==> config.mk <==
export PLATFORM = sky130hd
export DESIGN_NAME = sega_joy_reader
export DESIGN_NICKNAME = d
export VERILOG_FILES = /design/src/rtl/sega_joy_pkg.sv /design/src/rtl/sega_joy_reader_sync2.sv /design/src/rtl/sega_joy_reader.sv
export SDC_FILE = /design/constraint.sdc
export NUM_CORES = 1
export LEC_CHECK = 0
export ABC_AREA = 1
export BUFFER_PORTS_ARGS = -buffer_cell sky130_fd_sc_hd__buf_2
export CAP_MARGIN = 20
export CORE_MARGIN = 10
export CORE_UTILIZATION = 58
export DETAILED_ROUTE_END_ITERATION = 12
export GPL_ROUTABILITY_DRIVEN = 0
export GPL_TIMING_DRIVEN = 1
export PLACE_DENSITY = 0.79
export SETUP_SLACK_MARGIN = 0.3
export SYNTH_ARGS = -nofsm -noshare
export SYNTH_HDL_FRONTEND = slang
export SYNTH_SLANG_ARGS = --single-unit
export TNS_END_PERCENT = 30
==> constraint.sdc <==
create_clock -name clk_i -period 1.75 [get_ports clk_i]
set_input_delay 0.0875 -clock clk_i [delete_from_list [all_inputs] [get_ports clk_i]]
set_output_delay 0.0875 -clock clk_i [all_outputs]
set_load 0.02 [all_outputs]
==> src/rtl/sega_joy_pkg.sv <==
// Shared constants and types for the DB9 Sega pad scanner.
// Step numbers name what each tick of the scan frame does.
package sega_joy_pkg;

  // Scan frame step numbers
  localparam int STEP_SEL_LO0    = 0;
  localparam int STEP_SEL_HI0    = 1;
  localparam int STEP_SAMPLE_HI  = 2;
  localparam int STEP_SAMPLE_LO  = 3;
  localparam int STEP_SEL_LO2    = 4;
  localparam int STEP_DETECT6    = 5;
  localparam int STEP_SAMPLE_EXT = 6;
  localparam int STEP_PUBLISH    = 7;

  // Button word bit positions, MXYZ SACB RLDU
  localparam int BIT_U = 0;
  localparam int BIT_D = 1;
  localparam int BIT_L = 2;
  localparam int BIT_R = 3;
  localparam int BIT_B = 4;
  localparam int BIT_C = 5;
  localparam int BIT_A = 6;
  localparam int BIT_S = 7;
  localparam int BIT_Z = 8;
  localparam int BIT_Y = 9;
  localparam int BIT_X = 10;
  localparam int BIT_M = 11;

  typedef logic [11:0] joy_word_t;

  localparam joy_word_t JOY_IDLE = 12'hFFF;

  // Select-line level set on the tick of a given step: toggles through the
  // first eight steps, then held high for the rest of the frame.
  function automatic logic sel_level(input int step);
    return (step > STEP_PUBLISH) || ((step % 2) == 1);
  endfunction

endpackage

==> src/rtl/sega_joy_reader_sync2.sv <==
// Two-flop synchronizer for asynchronous active-low pad pins.
// Resets to all-ones so an unsynchronized pin reads as released.
module sync2 #(
  parameter int unsigned WIDTH = 1
) (
  input  logic             clk_i,
  input  logic             rst_ni,
  input  logic [WIDTH-1:0] d_i,
  output logic [WIDTH-1:0] q_o
);

  logic [WIDTH-1:0] meta_q;
  logic [WIDTH-1:0] sync_q;

  always_ff @(posedge clk_i or negedge rst_ni) begin
    if (!rst_ni) begin
      meta_q <= '1;
      sync_q <= '1;
    end else begin
      meta_q <= d_i;
      sync_q <= meta_q;
    end
  end

  assign q_o = sync_q;

endmodule

==> src/rtl/sega_joy_reader.sv <==
// Scans two DB9 Sega pad ports via the shared select line and publishes
// coherent active-low 12-bit button words once per scan frame.
module sega_joy_reader
  import sega_joy_pkg::*;
#(
  parameter int unsigned TICK_DIV  = 1536,
  parameter int unsigned STEP_BITS = 8
) (
  input  logic        clk_i,
  input  logic        res_n_i,
  input  logic [5:0]  joy1_pins_i,
  input  logic [5:0]  joy2_pins_i,
  output logic        joy_p7_o,
  output logic [11:0] joy1_o,
  output logic [11:0] joy2_o,
  output logic        six1_o,
  output logic        six2_o,
  output logic        frame_o
);

  localparam int unsigned CntW = (TICK_DIV > 1) ? $clog2(TICK_DIV) : 1;
  localparam logic [CntW-1:0] TermCnt = CntW'(TICK_DIV - 1);

  logic [CntW-1:0]      cnt_q, cnt_d;
  logic [STEP_BITS-1:0] step_q, step_d;
  logic                 p7_q, p7_d;
  logic                 frame_q, frame_d;
  logic                 tick;
  int                   step_int;

  logic [5:0] pins_raw  [2];
  logic [5:0] pins_sync [2];

  assign pins_raw[0] = joy1_pins_i;
  assign pins_raw[1] = joy2_pins_i;

  assign step_int = int'(step_q);

  always_comb begin
    tick    = (cnt_q == TermCnt);
    cnt_d   = tick ? '0 : cnt_q + CntW'(1);
    step_d  = tick ? step_q + STEP_BITS'(1) : step_q;
    p7_d    = tick ? sel_level(step_int) : p7_q;
    frame_d = tick && (step_int == STEP_PUBLISH);
  end

  always_ff @(posedge clk_i or negedge res_n_i) begin
    if (!res_n_i) begin
      cnt_q   <= '0;
      step_q  <= '0;
      p7_q    <= 1'b1;
      frame_q <= 1'b0;
    end else begin
      cnt_q   <= cnt_d;
      step_q  <= step_d;
      p7_q    <= p7_d;
      frame_q <= frame_d;
    end
  end

  for (genvar g = 0; g < 2; g++) begin : g_port
    joy_word_t  stage_q, stage_d;
    joy_word_t  word_q;
    logic       six_stage_q, six_stage_d;
    logic       six_q;
    logic [5:0] pins;

    sync2 #(
      .WIDTH (6)
    ) u_sync (
      .clk_i  (clk_i),
      .rst_ni (res_n_i),
      .d_i    (pins_raw[g]),
      .q_o    (pins_sync[g])
    );

    // pins = {p9, p6, right, left, down, up}
    assign pins = pins_sync[g];

    always_comb begin
      stage_d     = stage_q;
      six_stage_d = six_stage_q;
      if (tick) begin
        case (step_int)
          STEP_SAMPLE_HI: begin
            stage_d[BIT_C:BIT_U] = pins;
            six_stage_d          = 1'b0;
          end
          STEP_SAMPLE_LO: begin
            // Right and left both low while select is low marks a Mega Drive pad
            if (!pins[3] && !pins[2]) begin
              stage_d[BIT_S:BIT_A] = pins[5:4];
            end else begin
              stage_d[BIT_S:BIT_B] = {2'b11, pins[5:4]};
            end
          end
          STEP_DETECT6: begin
            if (pins[3:0] == 4'h0) begin
              six_stage_d = 1'b1;
            end
          end
          STEP_SAMPLE_EXT: begin
            stage_d[BIT_M:BIT_Z] = six_stage_q ? pins[3:0] : 4'hF;
          end
          default: ;
        endcase
      end
    end

    always_ff @(posedge clk_i or negedge res_n_i) begin
      if (!res_n_i) begin
        stage_q     <= JOY_IDLE;
        six_stage_q <= 1'b0;
        word_q      <= JOY_IDLE;
        six_q       <= 1'b0;
      end else begin
        stage_q     <= stage_d;
        six_stage_q <= six_stage_d;
        if (frame_d) begin
          word_q <= stage_q;
          six_q  <= six_stage_q;
        end
      end
    end
  end

  assign joy_p7_o = p7_q;
  assign frame_o  = frame_q;
  assign joy1_o   = g_port[0].word_q;
  assign joy2_o   = g_port[1].word_q;
  assign six1_o   = g_port[0].six_q;
  assign six2_o   = g_port[1].six_q;

endmodule

==> impl_metrics.env, run 1 <==
export IMPL_critPathCaptureType="flip-flop"
export IMPL_synth_nets=418
export IMPL_core_um2=6460
export IMPL_routed_wl_um=10100
export IMPL_h_tree_depth=3
export IMPL_drive_above_1_share=0.441
export IMPL_synth_top_area_frac=0.489
export IMPL_io_pins=42
export IMPL_post_route_period_util=0.922
export IMPL_ant_nets=0
export IMPL_p_leak_nw=2.44
export IMPL_wl_per_cell_um=17.7
export IMPL_worstSkewPairLatency_ps=370
export IMPL_synth_area_leaders="dfstp_2 (49%), dfrtp_1 (15%), nand2_1 (12%), nand3_1 (5.6%), nor2_1 (3.3%)"
export IMPL_dr_max_layer_used="met4"
export IMPL_status="finished, final reports clean"
export IMPL_syn_area_um2=3920
export IMPL_start_util=0.607
export IMPL_synth_distinct_cells=21
export IMPL_max_slew_margin=0.632
export IMPL_first_global_vias=3282
export IMPL_fp_dieW_um=102
export IMPL_syn_area_per_cell_um2=9.81
export IMPL_grt_start_max_net_pins=46
export IMPL_final_hold_viol_count=0
export IMPL_fmax_mhz=619
export IMPL_hpwlAfterDp_um=5590
export IMPL_die_area_um2=10500
export IMPL_crit_type="reg -> reg"
export IMPL_ys_seq_area_frac=0.642
export IMPL_setup_viol=0
export IMPL_finalMaxSlewViolations=0
export IMPL_startpoint_type="flip-flop"
export IMPL_final_common_cell="nand2_1"
export IMPL_hp_class="in -> async"
export IMPL_track_usage=0.193
export IMPL_num_antenna_cells=0
export IMPL_synth_top_cell_by_area="dfstp_2"
export IMPL_rsz0062_at_grt="yes"
export IMPL_port_buffers=41
export IMPL_vias_per_cell=5.67
export IMPL_cts_tree="yes"
export IMPL_required_ps=2050
export IMPL_drt_met1_wl_um=3800
export IMPL_dr_wl_met3_um=631
export IMPL_ys_ff_latch=97
export IMPL_ir_worst_vdd_v=0.000653
export IMPL_drt_iter0_drc=289
export IMPL_cap_violations=0
export IMPL_cts_sinks=97
export IMPL_dr_wl_met2_um=5170
export IMPL_tightest_slew_ps=552
export IMPL_area_delta_synth_final_pct=32.7
export IMPL_clockBufferDepth=2
export IMPL_nets=505
export IMPL_tns_ps=0
export IMPL_fp_dieH_um=102
export IMPL_fin_skew_ps=17.8
export IMPL_critPathArrivalTime_ps=1920
export IMPL_vias=3229
export IMPL_period_minus_slack_ps=1610
export IMPL_worstPathMaxFanout=5
export IMPL_cts_root_buf="clkbuf_8"
export IMPL_synthCells=400
export IMPL_grt_overflow=0
export IMPL_drt_pass1_iter_count=7
export IMPL_antenna_found_initial=0
export IMPL_final_cell_mix="nand2_1 (105), dfstp_2 (73), buf_2 (40)"
export IMPL_drcViolationCount=0
export IMPL_grt_first_pass_wirelength_um=15700
export IMPL_hold_ws_ps=251
export IMPL_ys_warn_count=0
export IMPL_path_clk_slew_ps=90
export IMPL_cts_inserted_buffers=9
export IMPL_power_density_nw_per_um2=750
export IMPL_row_count=29
==> worst max-delay path, stage by stage, from the launching register on <==
cell and delay, ps:
dfrtp_1 440, nand2_1 110, nor2_1 210, nand2_4 100, nor2_8 160, buf_12 150, buf_12 130, nand3_2 100
nand2_1 100, nand2_1 60
==> final cells by class <==
| type | instances | area [µm²] |
|---|---|---|
| inverters | 25 | 93.8 |
| flip-flops and latches | 97 | 2520 |
| repair buffers | 85 | 739 |
| fillers | 347 | 1250 |
| clock inverters | 5 | 65.1 |
| clock buffers | 11 | 141 |
| well taps | 77 | 96.3 |
| multi-input cells | 269 | 1550 |
==> flip-flops by register name, summed over array words and instances (netlist names) <==
name                  flops
cnt_q                    11
frame_o                   1
six2_o                    1
g_port.six_stage_q        2
joy1_o                   12
g_port.u_sync.q_o        12
six1_o                    1
g_port.stage_q           24
step_q                    8
joy2_o                   12
joy_p7_o                  1
g_port.u_sync.meta_q     12
==> per-layer routing <==
metal	vias up	GRT usage
met5	-	0
met4	0	0.134
met3	60	0.0391
met2	165	0.314
met1	1543	0.226
li1	1461	-
==> per-stage QoR <==
stage	instances	util	cell area [µm²]	total power (W)	setup WS, ps
after CTS	565	0.777	5020	0.00392	156
after detailed placement	519	0.664	4290	0.00242	85.3
final	569	0.806	5200	0.00391	136
after global placement	519	0.664	4290	0.00242	177
after global routing	569	0.806	5200	0.00403	54.4
after floorplan	400	-	3930	0.00235	294
==> synth_stat cells <==
master,number
nand2_4,2
dfstp_2,73
dfrtp_1,24
nand4_1,6
a21oi_1,2
nand3_1,44
o21ai_0,18
nand3b_1,1
inv_1,25
a31oi_1,1
nor2_2,3
nor2_8,1
o21ai_1,8
nand2_1,124
nand2_2,3
buf_6,1
nor3_1,7
xor2_1,9
buf_2,10
ha_1,4
nor2_1,34
==> cell families after synthesis <==
kind of cell / share of synthesized area
buf+inv: 0.0396
fa+ha+maj: 0.0128
compound gates: 0.0373
simple gates: 0.248
xor+xnor: 0.0201
flops: 0.642
==> worst paths after layout <==
kind	startpoint	end	slack (ps)	cells past startpoint
hold / removal	res_n_i	cnt_q[8]$_DFF_PN0_	250	2
hold reg to reg	g_port[1].u_sync.meta_q[5]$_DFF_PN1_	g_port[1].u_sync.q_o[5]$_DFF_PN1_	360	0
setup / recovery	cnt_q[4]$_DFF_PN0_	g_port[1].stage_q[4]$_DFFE_PN1P_	140	9
min in group clk_i	joy1_pins_i[3]	g_port[0].u_sync.meta_q[3]$_DFF_PN1_	350	2
setup reg to reg	cnt_q[4]$_DFF_PN0_	g_port[1].stage_q[4]$_DFFE_PN1P_	140	9
max in group asynchronous	res_n_i	g_port[1].u_sync.q_o[1]$_DFF_PN1_	820	3
==> power by group <==
group	total, W	internal, W	switching [W]
Combinational	0.0000933	0.0000378	0.0000555
Clock	0.00149	0.000713	0.000782
Sequential	0.00232	0.00230	0.0000202
Total	0.00391	0.00305	0.000857
==> timing repair <==
| action | CTS | global route |
|---|---|---|
| pin swaps | 14 | 11 |
| gates cloned | 4 | 1 |
| buffers inserted | 13 | 3 |
| hold buffers | 13 | 0 |
| endpoints found under the hold margin | 33 | 0 |
| endpoints found under the setup margin | 67 | 69 |
| gates resized for setup | 46 | 31 |
Note: power is estimated with default switching activity, not from simulation.
==> run 2: changes to the inputs <==
- SYNTH_HIERARCHICAL: not set -> 1
==> impl_metrics.env, run 2 <==
export IMPL_status="finished, final reports clean"
export IMPL_antenna_found_initial=0
export IMPL_first_global_vias=2962
export IMPL_syn_area_um2=3880
export IMPL_cts_sinks=97
export IMPL_reg2reg_depth=10
export IMPL_synth_top_cell_by_area="dfstp_2"
export IMPL_cp_slowest_cell="dfrtp_1"
export IMPL_hp_class="in -> async"
export IMPL_synth_distinct_cells=24
export IMPL_place_area_um2=4230
export IMPL_async_flop_share=1.00
export IMPL_ys_flop_type="dfstp_2"
export IMPL_io_pins=42
export IMPL_ant_nets=0
export IMPL_wl_per_cell_um=15.2
export IMPL_final_hold_viol_count=0
export IMPL_cap_violations=0
export IMPL_vias_per_cell=5.31
export IMPL_critPathArrivalTime_ps=1910
export IMPL_top_register="g_port.stage_q"
export IMPL_final_common_cell="nand2_1"
export IMPL_area_delta_synth_final_pct=26.1
export IMPL_stdcell_area_um2=4900
export IMPL_fin_ws_ps=136
export IMPL_startpoint_type="flip-flop"
export IMPL_post_route_period_util=0.922
export IMPL_p_leak_nw=2.39
export IMPL_drive_above_1_share=0.399
export IMPL_row_count=29
export IMPL_drcViolationCount=0
export IMPL_path_clk_slew_ps=90
export IMPL_p_total_w=0.00378
export IMPL_worstPathMaxFanout=7
export IMPL_hpwlAfterDp_um=5220
export IMPL_worstSkewPairLatency_ps=370
export IMPL_tightest_slew_ps=490
export IMPL_ys_warn_count=6
export IMPL_cts_root_buf="clkbuf_8"
export IMPL_clockBufferDepth=2
export IMPL_grt_overflow=0
export IMPL_die_area_um2=10400
export IMPL_synth_edf_count=0
export IMPL_num_antenna_cells=0
export IMPL_syn_area_per_cell_um2=9.96
export IMPL_track_usage=0.170
export IMPL_nets=497
export IMPL_routed_wl_um=8520
export IMPL_fmax_mhz=620
export IMPL_fp_dieH_um=102
export IMPL_fp_dieW_um=102
export IMPL_fin_skew_ps=12.9
export IMPL_ir_worst_vdd_v=0.000709
export IMPL_core_um2=6420
export IMPL_ys_ff_latch=97
export IMPL_synth_most_common_cell="nand2_1"
export IMPL_drt_iter0_drc=248
export IMPL_place_ws_ps=69.1
export IMPL_final_cell_mix="nand2_1 (116), dfstp_2 (73), nand3_1 (42)"
export IMPL_synth_top_area_frac=0.494
export IMPL_n_fill_cell=409
export IMPL_required_ps=2050
export IMPL_setup_viol=0
export IMPL_rsz0062_at_grt="yes"
export IMPL_grt_start_max_net_pins=60
export IMPL_fin_util=0.763
export IMPL_max_slew_margin=0.673
export IMPL_regArea_um2=2520
export IMPL_synthTopCellsByCount="nand2_1 (122), dfstp_2 (73), nand3_1 (44), nor2_1 (34), dfrtp_1 (24)"
export IMPL_power_density_nw_per_um2=771
export IMPL_start_util=0.605
export IMPL_cts_inserted_buffers=9
export IMPL_h_tree_depth=3
export IMPL_r2r_setup_slack_ps=140
export IMPL_tns_ps=0
export IMPL_slowest_delay_ps=370
export IMPL_drt_pass1_iter_count=5
export IMPL_synth_area_leaders="dfstp_2 (49%), dfrtp_1 (15%), nand2_1 (12%), nand3_1 (5.7%), nor2_1 (3.3%)"
export IMPL_path_cells="ha_2 -> nand2_2 -> nor2_4 -> nand2_4 -> nor2_8 -> buf_12 -> buf_8 -> buf_6 -> nand4_1 -> nand2_1"
export IMPL_grt_first_pass_wirelength_um=14000
export IMPL_critPathCaptureType="flip-flop"
export IMPL_ys_seq_area_frac=0.648
export IMPL_port_buffers=41
export IMPL_period_minus_slack_ps=1610
export IMPL_cts_tree="yes"
export IMPL_synthCells=390
export IMPL_largest_reg_flops=24
export IMPL_vias=2979
export IMPL_synth_nets=408
export IMPL_crit_type="reg -> reg"
export IMPL_finalMaxSlewViolations=0
export IMPL_multi_input_comb_area_um2=1310
run 2: changes by cell type after synthesis, sizes merged:
cell    previous run  this run
xnor2              0         2
xor2               9         6
nand4              6         8
nand2            129       126
o21ai             26        21
inv               25        24
nand3b             1         0
a21oi              2         3
nor2              38        37
o21a               0         1
nor3               7         5
run 2: logic make-up after synthesis:
logic type / share of synthesized area
XOR/XNOR: 0.0180
AO/OA/AOI/OAI: 0.0345
flip-flops: 0.648
buffers and inverters: 0.0406
adder cells (fa/ha/maj): 0.0129
AND/OR/NAND/NOR: 0.246
run 2: power breakdown:
| group | switching, W | internal, W | leakage (nW) |
|---|---|---|---|
| sequential | 0.0000180 | 0.00230 | 1.08 |
| combinational | 0.0000529 | 0.0000364 | 1.22 |
| clock | 0.000796 | 0.000576 | 0.0952 |
| total | 0.000867 | 0.00291 | 2.39 |
run 2: timing repair:
action	in CTS	in global routing
hold buffers	13	0
hold endpoints to repair	21	0
setup endpoints to repair	59	69
gates resized for setup	33	15
gates cloned	3	0
pin swaps	9	6
buffers inserted	13	6
run 2: layout make-up:
class | count | share of cell area
sequential | 97 | 0.515
multi-input combinational | 260 | 0.267
timing repair buffer | 87 | 0.141
clock buffer | 10 | 0.0281
tap | 77 | 0.0197
inverter | 24 | 0.0192
clock inverter | 6 | 0.0102
run 2: per-stage QoR:
| step | cells | hold slack (ps) |
|---|---|---|
| floorplan | 390 | -208 |
| global placement | 510 | 79.8 |
| detailed placement | 510 | 83.9 |
| CTS | 555 | 229 |
| global route | 561 | 245 |
| finish | 561 | 213 |
run 2: critical path, delay by kind of cell, from the launching register on:
family                     cells  cell delay [ps]
and+or+nand+nor                6              610
DFF                            1              370
buffers and inverters          3              360
adders and majority gates      1              200
run 2: worst paths after layout:
check                                                        to                            startpoint
max                           g_port[1].six_stage_q$_DFFE_PN0P_                    cnt_q[1]$_DFF_PN0_
min                                       step_q[6]$_DFFE_PN0N_                               res_n_i
max reg2reg                   g_port[1].six_stage_q$_DFFE_PN0P_                    cnt_q[1]$_DFF_PN0_
min reg2reg                   g_port[1].u_sync/q_o[0]$_DFF_PN1_  g_port[1].u_sync/meta_q[0]$_DFF_PN1_
max in group asynchronous     g_port[0].u_sync/q_o[4]$_DFF_PN1_                               res_n_i
min in group clk_i         g_port[0].u_sync/meta_q[2]$_DFF_PN1_                        joy1_pins_i[2]
run 2: layer usage:
layer | share of wire | vias to the layer above | track usage
li1 | - | 1429 | -
met1 | 0.43 | 1418 | 0.223
met2 | 0.48 | 118 | 0.263
met3 | 0.071 | 14 | 0.0378
met4 | 0.021 | 0 | 0.0803
met5 | 0 | - | 0
